## src/rtl/hazard_sequencer_if.sv

```systemverilog
// Hazard-controller bus: decode-stage fields and events in, forwarding and
// pipeline stall/flush/freeze controls out. Counter signals exist only when
// HAZARD_PERF_EN is defined.
interface hazard_sequencer_if #(
    parameter int unsigned A_WIDTH = 5
`ifdef HAZARD_PERF_EN
    ,
    parameter int unsigned CNT_WIDTH = 32
`endif
);

    // Decode-stage fields of the instruction about to enter Execute
    logic [A_WIDTH-1:0] Rs1D;
    logic [A_WIDTH-1:0] Rs2D;
    logic [A_WIDTH-1:0] RdD;
    logic               RegWriteD;
    logic [1:0]         ResultSrcD;

    // Pipeline events
    logic               PCSrcE;
    logic               MemBusyM;

    // Hazard controls
    logic [1:0]         ForwardAE;
    logic [1:0]         ForwardBE;
    logic               StallF;
    logic               StallD;
    logic               FlushD;
    logic               FlushE;
    logic               FreezeEMW;

`ifdef HAZARD_PERF_EN
    logic [CNT_WIDTH-1:0] LoadStallCnt;
    logic [CNT_WIDTH-1:0] FlushCnt;
    logic [CNT_WIDTH-1:0] MemWaitCnt;

    // Pipeline side: supplies decode fields and events, consumes controls
    modport master (
        output Rs1D, Rs2D, RdD, RegWriteD, ResultSrcD, PCSrcE, MemBusyM,
        input  ForwardAE, ForwardBE, StallF, StallD, FlushD, FlushE, FreezeEMW,
        input  LoadStallCnt, FlushCnt, MemWaitCnt
    );

    // Hazard unit side
    modport slave (
        input  Rs1D, Rs2D, RdD, RegWriteD, ResultSrcD, PCSrcE, MemBusyM,
        output ForwardAE, ForwardBE, StallF, StallD, FlushD, FlushE, FreezeEMW,
        output LoadStallCnt, FlushCnt, MemWaitCnt
    );
`else
    // Pipeline side: supplies decode fields and events, consumes controls
    modport master (
        output Rs1D, Rs2D, RdD, RegWriteD, ResultSrcD, PCSrcE, MemBusyM,
        input  ForwardAE, ForwardBE, StallF, StallD, FlushD, FlushE, FreezeEMW
    );

    // Hazard unit side
    modport slave (
        input  Rs1D, Rs2D, RdD, RegWriteD, ResultSrcD, PCSrcE, MemBusyM,
        output ForwardAE, ForwardBE, StallF, StallD, FlushD, FlushE, FreezeEMW
    );
`endif

endinterface

```

## src/rtl/hazard_sequencer.sv

```systemverilog
// Pipeline hazard controller for the five-stage RV32I core.
// Shadows the register-address/write-control fields of the E, M and W stages
// and derives forwarding selects, load-use interlocks, branch flushes and
// data-memory freezes from them. Define HAZARD_PERF_EN to add saturating
// performance counters (load stalls, branch flushes, memory-wait cycles).
module hazard_sequencer #(
    parameter int unsigned A_WIDTH = 5
`ifdef HAZARD_PERF_EN
    ,
    parameter int unsigned CNT_WIDTH = 32
`endif
) (
    input logic             clk,
    input logic             rst,
    hazard_sequencer_if.slave bus
);

    localparam logic [1:0] RESULT_LOAD = 2'b01;
    localparam logic [1:0] FWD_NONE    = 2'b00;
    localparam logic [1:0] FWD_W       = 2'b01;
    localparam logic [1:0] FWD_M       = 2'b10;

    // Execute-stage shadow
    logic [A_WIDTH-1:0] rs1_e;
    logic [A_WIDTH-1:0] rs2_e;
    logic [A_WIDTH-1:0] rd_e;
    logic               reg_write_e;
    logic [1:0]         result_src_e;

    // Memory- and Writeback-stage shadows
    logic [A_WIDTH-1:0] rd_m;
    logic               reg_write_m;
    logic [A_WIDTH-1:0] rd_w;
    logic               reg_write_w;

    logic               lw_stall;
    logic               flush_e;

    // Nearest producer wins: Memory stage over Writeback; x0 never forwards.
    function automatic logic [1:0] fwd_sel(input logic [A_WIDTH-1:0] rs,
                                           input logic [A_WIDTH-1:0] rdm,
                                           input logic               rwm,
                                           input logic [A_WIDTH-1:0] rdw,
                                           input logic               rww);
        logic [1:0] sel;
        sel = FWD_NONE;
        if (rwm && (rdm != '0) && (rdm == rs)) begin
            sel = FWD_M;
        end else if (rww && (rdw != '0) && (rdw == rs)) begin
            sel = FWD_W;
        end
        return sel;
    endfunction

    // Load-use detection; a taken branch squashes the consumer, so no stall.
    always_comb begin
        lw_stall = reg_write_e
                 & (result_src_e == RESULT_LOAD)
                 & (rd_e != '0)
                 & ((rd_e == bus.Rs1D) | (rd_e == bus.Rs2D))
                 & ~bus.PCSrcE;
        flush_e  = (lw_stall | bus.PCSrcE) & ~bus.MemBusyM;
    end

    // Forwarding selects and pipeline controls; MemBusyM suppresses flushes.
    always_comb begin
        bus.ForwardAE = fwd_sel(rs1_e, rd_m, reg_write_m, rd_w, reg_write_w);
        bus.ForwardBE = fwd_sel(rs2_e, rd_m, reg_write_m, rd_w, reg_write_w);
        bus.StallF    = lw_stall | bus.MemBusyM;
        bus.StallD    = lw_stall | bus.MemBusyM;
        bus.FlushD    = bus.PCSrcE & ~bus.MemBusyM;
        bus.FlushE    = flush_e;
        bus.FreezeEMW = bus.MemBusyM;
    end

    // Shadow pipeline: holds while frozen, else shifts with a bubble on flush.
    always_ff @(posedge clk or posedge rst) begin
        if (rst) begin
            rs1_e        <= '0;
            rs2_e        <= '0;
            rd_e         <= '0;
            reg_write_e  <= 1'b0;
            result_src_e <= 2'b00;
            rd_m         <= '0;
            reg_write_m  <= 1'b0;
            rd_w         <= '0;
            reg_write_w  <= 1'b0;
        end else if (!bus.MemBusyM) begin
            rd_w        <= rd_m;
            reg_write_w <= reg_write_m;
            rd_m        <= rd_e;
            reg_write_m <= reg_write_e;
            if (flush_e) begin
                rs1_e        <= '0;
                rs2_e        <= '0;
                rd_e         <= '0;
                reg_write_e  <= 1'b0;
                result_src_e <= 2'b00;
            end else begin
                rs1_e        <= bus.Rs1D;
                rs2_e        <= bus.Rs2D;
                rd_e         <= bus.RdD;
                reg_write_e  <= bus.RegWriteD;
                result_src_e <= bus.ResultSrcD;
            end
        end
    end

`ifdef HAZARD_PERF_EN
    localparam logic [CNT_WIDTH-1:0] CNT_ONE = CNT_WIDTH'(1);

    logic [CNT_WIDTH-1:0] load_stall_cnt;
    logic [CNT_WIDTH-1:0] flush_cnt;
    logic [CNT_WIDTH-1:0] mem_wait_cnt;

    // Saturating event counters
    always_ff @(posedge clk or posedge rst) begin
        if (rst) begin
            load_stall_cnt <= '0;
            flush_cnt      <= '0;
            mem_wait_cnt   <= '0;
        end else begin
            if (lw_stall && !bus.MemBusyM && (load_stall_cnt != '1)) begin
                load_stall_cnt <= load_stall_cnt + CNT_ONE;
            end
            if (bus.PCSrcE && !bus.MemBusyM && (flush_cnt != '1)) begin
                flush_cnt <= flush_cnt + CNT_ONE;
            end
            if (bus.MemBusyM && (mem_wait_cnt != '1)) begin
                mem_wait_cnt <= mem_wait_cnt + CNT_ONE;
            end
        end
    end

    // Counter outputs
    always_comb begin
        bus.LoadStallCnt = load_stall_cnt;
        bus.FlushCnt     = flush_cnt;
        bus.MemWaitCnt   = mem_wait_cnt;
    end
`endif

endmodule
```

## src/flat_wrapper.sv

```systemverilog
// flat-port wrapper written by rule: the top's interface ports become plain ports
module hazard_sequencer_flat 
#(
    parameter int unsigned A_WIDTH = 5

)
  (clk, rst, bus_Rs1D, bus_Rs2D, bus_RdD, bus_RegWriteD, bus_ResultSrcD, bus_PCSrcE, bus_MemBusyM, bus_ForwardAE, bus_ForwardBE, bus_StallF, bus_StallD, bus_FlushD, bus_FlushE, bus_FreezeEMW);
  hazard_sequencer_if #(.A_WIDTH(A_WIDTH)) bus_i ();
  input logic clk;
  input logic rst;
  input wire logic [$bits(bus_i.Rs1D)-1:0] bus_Rs1D;
  input wire logic [$bits(bus_i.Rs2D)-1:0] bus_Rs2D;
  input wire logic [$bits(bus_i.RdD)-1:0] bus_RdD;
  input wire logic [$bits(bus_i.RegWriteD)-1:0] bus_RegWriteD;
  input wire logic [$bits(bus_i.ResultSrcD)-1:0] bus_ResultSrcD;
  input wire logic [$bits(bus_i.PCSrcE)-1:0] bus_PCSrcE;
  input wire logic [$bits(bus_i.MemBusyM)-1:0] bus_MemBusyM;
  output wire logic [$bits(bus_i.ForwardAE)-1:0] bus_ForwardAE;
  output wire logic [$bits(bus_i.ForwardBE)-1:0] bus_ForwardBE;
  output wire logic [$bits(bus_i.StallF)-1:0] bus_StallF;
  output wire logic [$bits(bus_i.StallD)-1:0] bus_StallD;
  output wire logic [$bits(bus_i.FlushD)-1:0] bus_FlushD;
  output wire logic [$bits(bus_i.FlushE)-1:0] bus_FlushE;
  output wire logic [$bits(bus_i.FreezeEMW)-1:0] bus_FreezeEMW;
  assign bus_i.Rs1D = bus_Rs1D;
  assign bus_i.Rs2D = bus_Rs2D;
  assign bus_i.RdD = bus_RdD;
  assign bus_i.RegWriteD = bus_RegWriteD;
  assign bus_i.ResultSrcD = bus_ResultSrcD;
  assign bus_i.PCSrcE = bus_PCSrcE;
  assign bus_i.MemBusyM = bus_MemBusyM;
  assign bus_ForwardAE = bus_i.ForwardAE;
  assign bus_ForwardBE = bus_i.ForwardBE;
  assign bus_StallF = bus_i.StallF;
  assign bus_StallD = bus_i.StallD;
  assign bus_FlushD = bus_i.FlushD;
  assign bus_FlushE = bus_i.FlushE;
  assign bus_FreezeEMW = bus_i.FreezeEMW;
  hazard_sequencer #(.A_WIDTH(A_WIDTH)) u_core (.clk(clk), .rst(rst), .bus(bus_i));
endmodule
```

## config.mk

```make
export PLATFORM = sky130hd
export DESIGN_NAME = hazard_sequencer_flat
export DESIGN_NICKNAME = d
export VERILOG_FILES = /design/src/rtl/hazard_sequencer_if.sv /design/src/rtl/hazard_sequencer.sv /design/src/flat_wrapper.sv
export SDC_FILE = /design/constraint.sdc
export NUM_CORES = 1
export LEC_CHECK = 0
export CAP_MARGIN = 10
export CORE_ASPECT_RATIO = 0.7
export CORE_MARGIN = 1
export CORE_UTILIZATION = 45
export CTS_CLUSTER_DIAMETER = 40
export DETAILED_ROUTE_END_ITERATION = 12
export PLACE_DENSITY = 0.75
export SLEW_MARGIN = 20
export SYNTH_ARGS = -nofsm -noshare
export SYNTH_HDL_FRONTEND = slang
export SYNTH_SLANG_ARGS = --single-unit
```

## constraint.sdc

```tcl
create_clock -name clk -period 2.35 [get_ports clk]
set_input_delay 0.47 -clock clk [delete_from_list [all_inputs] [get_ports clk]]
set_output_delay 0.47 -clock clk [all_outputs]
set_load 0.01 [all_outputs]
```

==> key figures <==
Floorplanning
  – Die area: 0.00428 mm^2
  – Die height: 55.1 um
  – # rows: 18
  – Starting Density: 49.3%
  – Die Width: 77.8 um
  – I/O Pins: 31
  – Core area: 0.00367 mm^2

Yosys
  – Syn_nets: 188
  – Syn avg cell area: 10.9 um^2
  – Warnings from Yosys: 0
  – Synthesized cell area: 0.00181 mm^2
  – Synthesis-stage register bit count: 30
  – Post-synth top area cell: dfrtp_1
  – Ranking of synthesized cells by area: dfrtp_1, xnor2_1, mux2_2, xor2_1, a22o_1
  – Seq/Total Area, Yosys: 41.5%
  – Cell count after synthesis: 166
  – Share of the synthesized area in the top cell type: 41.5%
  – Number of synthesized flops with an enable pin: 0
  – Synth Flop Type: dfrtp_1
  – Async S/R FF share, synth: 100%
  – Distinct cells, synth: 26

Routing
  – Pre-antenna DRT Iters: 4
  – Iteration-0 DRC count of the detailed router: 135
  – Post-Route WL: 4890 um
  – Via density per instance: 5.75
  – Routed wire per std cell: 18.2 um
  – Remaining DRCs: 0
  – Total number of vias: 1541
  – Post-DRT Antenna Nets: 0

Finish
  – FILL cells: 286
  – Final #Nets: 239
  – Most frequent cells in the layout: dfrtp_1, clkdlybuf4s50_1, buf_4
  – Post-Layout Inst Area: 0.00244 mm^2
  – Layout cells sized above 1: 31.7%
  – Fin cells: 268
  – ANT cells: 0
  – Area Growth Syn to Fin: 34.9%
  – Most common cell after layout, fill and taps aside: dfrtp_1

Power
  – Cell leakage power: 1.08 nW
  – PnR Total Power: 0.00172 W
  – Pwr per Cell Area: 704 mW/mm^2
  – Peak supply drop: 0.000296 V

Global route
  – First-pass GRT wire length: 7580 um
  – Initial antenna violation count: 0
  – Tot GR Track Use: 24.5%
  – Largest net degree at the start of global routing: 31
  – Vias in the first global route: 1439
  – Grt ovf: 0

Worst setup path
  – Crit path launch type: flop
  – Critical path depth: 6
  – Crit path buf inv count: 2
  – Crit path to: bus_StallD
  – Crit-path cells: or4_4, o2111ai_4, buf_6, nor2_2, a21o_1, buf_2
  – R2r endpoint: u_core.result_src_e[1]
  – Cells on worst reg2reg path: 8
  – Critical Path Max Stage Delay: 570 ps
  – Element type at the critical path end: output pin
  – Setup crit start: u_core.rd_e[1]
  – Critical path data arrival time: 1960 ps
  – CP Class: flop to output pin
  – Worst R2R Start: u_core.rd_e[1]
  – Top Family by Delay on Critical Path: simple AND/OR/NAND/NOR gates
  – Slowest cell on the critical path: or4_4
  – R2r setup slk: 210 ps
  – Crit path max fanout: 2
  – Required @ worst endpoint: 1880 ps

STA
  – RSZ-0062 raised after global routing: yes
  – Slew @ Worst Pin: 994 ps
  – Crit path time final: 2430 ps
  – Period utilisation layout: 103%
  – Final setup TNS: -256 ps
  – Final setup vio count: 5
  – Endpoints failing hold: 0
  – Max Clk Rate: 412 MHz
  – Layout Skew: 6.14 ps
  – Setup WS post-layout: -77.9 ps
  – Max Slew Vio Count: 0
  – Slew headroom: 33.5%

Clock network
  – # H-tree levels: 2
  – CTS Root Cell: clkbuf_8
  – Clk slew on worst S/H paths: 70 ps
  – Clock sink total: 30
  – Post-CTS Hold Fix Bufs: 0
  – Num CTS Buffers: 5
  – Clock Tree Buf Depth: 2
  – Worst-Skew Late Latency: 280 ps
  – CTS tree: yes

Run status
  – Failing checks: setup timing
  – Outcome: finished with violations

Place
  – Placed Cells: 255
  – Routability cong.: 0.833
  – Port bufs: 30
  – Detail Placement HPWL: 3440 um
  – Dpl cell area: 0.00223 mm^2

Job
  – Max-cap viol count: 0

Min path
  – HP Class: flop to flop
==> flip-flops by register name (all words and copies together), names as in the netlist <==
register / flops
u_core.rs2_e: 5
u_core.rd_m: 5
u_core.result_src_e: 2
u_core.rd_e: 5
u_core.reg_write_m: 1
u_core.rd_w: 5
u_core.reg_write_w: 1
u_core.reg_write_e: 1
u_core.rs1_e: 5
==> how the worst min path moves through the flow <==
stage / startpoint / endpoint / slack [ps] / cells past startpoint
floorplan: u_core.result_src_e[1] / u_core.result_src_e[1] / 460 / 2
global placement: u_core.result_src_e[1] / u_core.result_src_e[1] / 490 / 2
detailed placement: u_core.reg_write_w / u_core.reg_write_w / 510 / 1
CTS: u_core.reg_write_w / u_core.reg_write_w / 530 / 1
global route: u_core.reg_write_w / u_core.reg_write_w / 560 / 1
finish: u_core.reg_write_w / u_core.reg_write_w / 530 / 1
==> Yosys cell counts, types with 3 or more instances <==
cell type	count
mux2_2	12
or4_1	5
xnor2_1	16
o21ai_0	10
nand3_1	4
xor2_1	14
dfrtp_1	30
a22o_1	10
a32oi_1	8
clkbuf_1	4
clkbuf_8	3
a21o_1	11
nand2_1	10
nor2_1	3
nor3b_1	10
==> worst reg2reg max path, cell delays in order (launching register included) <==
cell	delay, ps
dfrtp_1	400
or4_4	570
o2111ai_4	230
buf_6	150
buf_4	130
buf_4	100
buf_4	210
a32oi_1	160
o21ai_0	120
==> per-stage QoR <==
stage,utilization (%),hold slack (ps),worst slack (ps)
finish,66.5,528,-77.9
global route,66.5,562,-110
CTS,65.8,530,-63.9
detailed placement,60.8,512,-349
global placement,60.8,492,-297
floorplan,-,456,173
==> where the power goes <==
| part | leakage, nW | internal, W | total [W] | switching, W |
|---|---|---|---|---|
| clock network | 0.0482 | 0.000236 | 0.000436 | 0.000200 |
| logic | 0.660 | 0.000314 | 0.000587 | 0.000274 |
| registers | 0.369 | 0.000602 | 0.000695 | 0.0000935 |
| total | 1.08 | 0.00115 | 0.00172 | 0.000567 |
==> layout make-up <==
type	instances	area (um^2)	area share, %
Clock buffer	7	86.3	3.54
Inverter	2	7.51	0.308
Tap cell	50	62.6	2.56
Sequential cell	30	753	30.9
Clock inverter	1	5.00	0.205
Timing Repair Buffer	56	477	19.5
Multi-Input combinational cell	122	1050	43.0
==> cells by family (layout without fill, tap and decap cells) <==
kind of cell | count (synthesis) | in the layout | share of synthesized area [%]
AOI/OAI and AO/OA | 43 | 43 | 18.2
DFF | 30 | 30 | 41.5
xor gates and xnor gates | 30 | 30 | 14.5
and+or+nand+nor | 37 | 37 | 12.4
muxes | 12 | 12 | 7.47
buffers and inverters | 14 | 66 | 5.88
==> routing by layer <==
| layer | share of wire (%) | vias to the layer above | track usage [%] |
|---|---|---|---|
| li1 | - | 705 | - |
| met1 | 50 | 756 | 35.1 |
| met2 | 43 | 65 | 37.3 |
| met3 | 5.4 | 15 | 5.57 |
| met4 | 1.1 | 0 | 6.92 |
| met5 | 0 | - | 0 |
==> repair_timing <==
action | 4_1_cts | 5_1_grt
gates cloned | 0 | 0
buffers inserted | 5 | 0
pin swaps | 12 | 8
setup endpoints to repair | 7 | 7
gates resized for setup | 41 | 8
(Power assumes the default switching activity.)
==> RTL change, RTL diff (same flow settings) <==
`A_WIDTH` is set to 5 in 3 places; all go to 10.
--- a/src/rtl/hazard_sequencer_if.sv
+++ b/src/rtl/hazard_sequencer_if.sv
@@ -2,7 +2,7 @@
 // pipeline stall/flush/freeze controls out. Counter signals exist only when
 // HAZARD_PERF_EN is defined.
 interface hazard_sequencer_if #(
-    parameter int unsigned A_WIDTH = 5
+    parameter int unsigned A_WIDTH = 10
 `ifdef HAZARD_PERF_EN
     ,
     parameter int unsigned CNT_WIDTH = 32
--- a/src/rtl/hazard_sequencer.sv
+++ b/src/rtl/hazard_sequencer.sv
@@ -4,7 +4,7 @@
 // data-memory freezes from them. Define HAZARD_PERF_EN to add saturating
 // performance counters (load stalls, branch flushes, memory-wait cycles).
 module hazard_sequencer #(
-    parameter int unsigned A_WIDTH = 5
+    parameter int unsigned A_WIDTH = 10
 `ifdef HAZARD_PERF_EN
     ,
     parameter int unsigned CNT_WIDTH = 32
--- a/src/flat_wrapper.sv
+++ b/src/flat_wrapper.sv
@@ -1,7 +1,7 @@
 // flat-port wrapper written by rule: the top's interface ports become plain ports
 module hazard_sequencer_flat 
 #(
-    parameter int unsigned A_WIDTH = 5
+    parameter int unsigned A_WIDTH = 10
 
 )
   (clk, rst, bus_Rs1D, bus_Rs2D, bus_RdD, bus_RegWriteD, bus_ResultSrcD, bus_PCSrcE, bus_MemBusyM, bus_ForwardAE, bus_ForwardBE, bus_StallF, bus_StallD, bus_FlushD, bus_FlushE, bus_FreezeEMW);
Ports: changed (resized bus_RdD, bus_Rs1D and bus_Rs2D); port bits go from 31 to 46. No check against the original RTL was run, so the function may have changed too.
==> RTL change against the original RTL <==
The run still ends with setup timing left. Utilization fell by 2.9 points. Routed wire length grew 56%. Sequential cell count up 25. Total power up 32%. Cell area up 55%. Setup slack worse by 54 ps. Synthesized area is 58% higher. Largest cell class unchanged. Largest power group unchanged.
==> RTL change: results <==
set metrics [dict create \
    status "finished with violations" \
    violations "setup timing" \
    grt_pass1_vias 2251 \
    swShare_pct 29.2 \
    drive_above_1_share_pct 33.0 \
    setup_viol 4 \
    dpl.hpwl_mm 5.58 \
    routabilityCongestion 0.913 \
    use_met2_pct 38.1 \
    use_met1_pct 34.5 \
    cts_buffers 5 \
    routedWlPerCell_um 19.6 \
    finalClockSkew_ps 5.67 \
    dp_worst_setup_slack_ps -576 \
    met3_usage_pct 3.83 \
    htree_num_levels 2 \
    synthesis.nets 266 \
    hp-class "in2reg" \
    slowest_stage "or4_4" \
    grt.total_usage_pct 23.6 \
    clkPwrFrac_pct 23.3 \
    synth_cell_types 25 \
    drt-pass1-iter-count 4 \
    grt_pass1_wl_mm 11.9 \
    synth-xor-area-share_pct 18.4 \
    async_flop_share_pct 100 \
    crit_arrival_ps 2010 \
    fillCellCount 496 \
    yosysSeqAreaShare_pct 48.1 \
    ys_top_cells_by_count "dfrtp_1, xnor2_1, a32o_1" \
    clockRootBuffer "clkbuf_8" \
    synth_compound_area_share_pct 13.7 \
    finalNetCount 349 \
    path_clk_slew_ps 100 \
    fin_ws_ps -132 \
    portBuffers 45 \
    via_per_inst 5.77 \
    slew_headroom_pct 60.8 \
    cts_buffer_depth 2 \
    synth_area_leaders "dfrtp_1, a32o_1, xnor2_1" \
    drt_iter0_markers 147 \
    grt_max_degree 52 \
    leakage_uw 0.00169 \
    clkLatencyLatePin_ps 300 \
    synth_ff_type "dfrtp_1" \
    synth_mux_area_share_pct 8.65 \
    ir_worst_vdd_v 0.000296 \
    cpPeakStageDelay_ps 550 \
]
-- RTL change: cell types whose count changed after synthesis, moves of 8 or more --
cell     delta
a32o_1     +33
dfrtp_1    +25
xnor2_1    +20
a21o_1     -11
a22o_1     -10
mux2_2     +10
nand2_1    -10
nor3b_1    -10
o21ai_0    -10
xor2_1     +10
a32oi_1     -8
nand4_1     +8
-- RTL change: area by class of cell --
cell class                      count  share of cell area (%)
Inverter                            3                   0.299
Tap cell                           75                    2.49
Clock buffer                        6                    2.19
Timing Repair Buffer               91                    20.5
Sequential cell                    55                    36.7
Clock inverter                      1                   0.133
Multi-Input combinational cell    156                    37.7
-- RTL change: worst paths after layout --
kind                                   startpoint                     end  slack [ps]  cells past startpoint
min in group asynchronous                     rst  u_core.result_src_e[1]         500                      2
max                                u_core.rd_m[9]        bus_ForwardBE[1]        -130                      6
min                                   bus_Rs2D[9]         u_core.rs2_e[9]         480                      2
min reg2reg                u_core.result_src_e[1]  u_core.result_src_e[1]         500                      1
max reg2reg                        u_core.rd_e[6]         u_core.rs2_e[6]         310                      8
max in group asynchronous                     rst          u_core.rd_e[1]        1350                      3
-- RTL change: cell families (layout without fill, tap and decap cells) --
logic type      after synthesis  after routing
flops                        55             55
mux                          22             22
buf+inv                      18            101
simple gates                 35             35
xor+xnor                     60             60
compound gates               39             39
-- RTL change: power groups by stage --
stage	logic [uW]	clock network [uW]	registers (uW)
5_1_grt	634	575	1170
6_report	586	528	1160
3_3_place_gp	548	0	1170
2_1_floorplan	325	0	1150
4_1_cts	574	542	1150
3_5_place_dp	559	0	1170
-- RTL change: routing by layer --
metal,part of all wire (%),up-vias,wire length (um)
met1,47,1135,3550
met2,46,66,3490
li1,-,1027,-
met5,0,-,0
met3,7.1,4,537
met4,0.26,0,20
-- RTL change: per-stage QoR --
stage                     power, uW  hold WS, ps  area, um2  instances  setup TNS [ps]
after floorplan                1480          454       2860        229               0
after global placement         1720          465       3610        370           -2000
after detailed placement       1730          477       3610        370           -2470
after CTS                      2270          498       3720        385            -535
after global routing           2380          485       3770        387            -781
final                          2270          480       3770        387            -457
-- RTL change: repair_timing --
action	4_1_cts	5_1_grt
hold buffers	0	0
pin swaps	18	11
gates resized for setup	48	14
buffers inserted	8	2
endpoints found under the setup margin	7	7
-- RTL change: critical path: cells and delay by family, from the launching register on --
| kind | cells | cell delay, ps |
|---|---|---|
| simple gates | 2 | 590 |
| buf+inv | 3 | 410 |
| flops | 1 | 390 |
| compound gates | 1 | 320 |
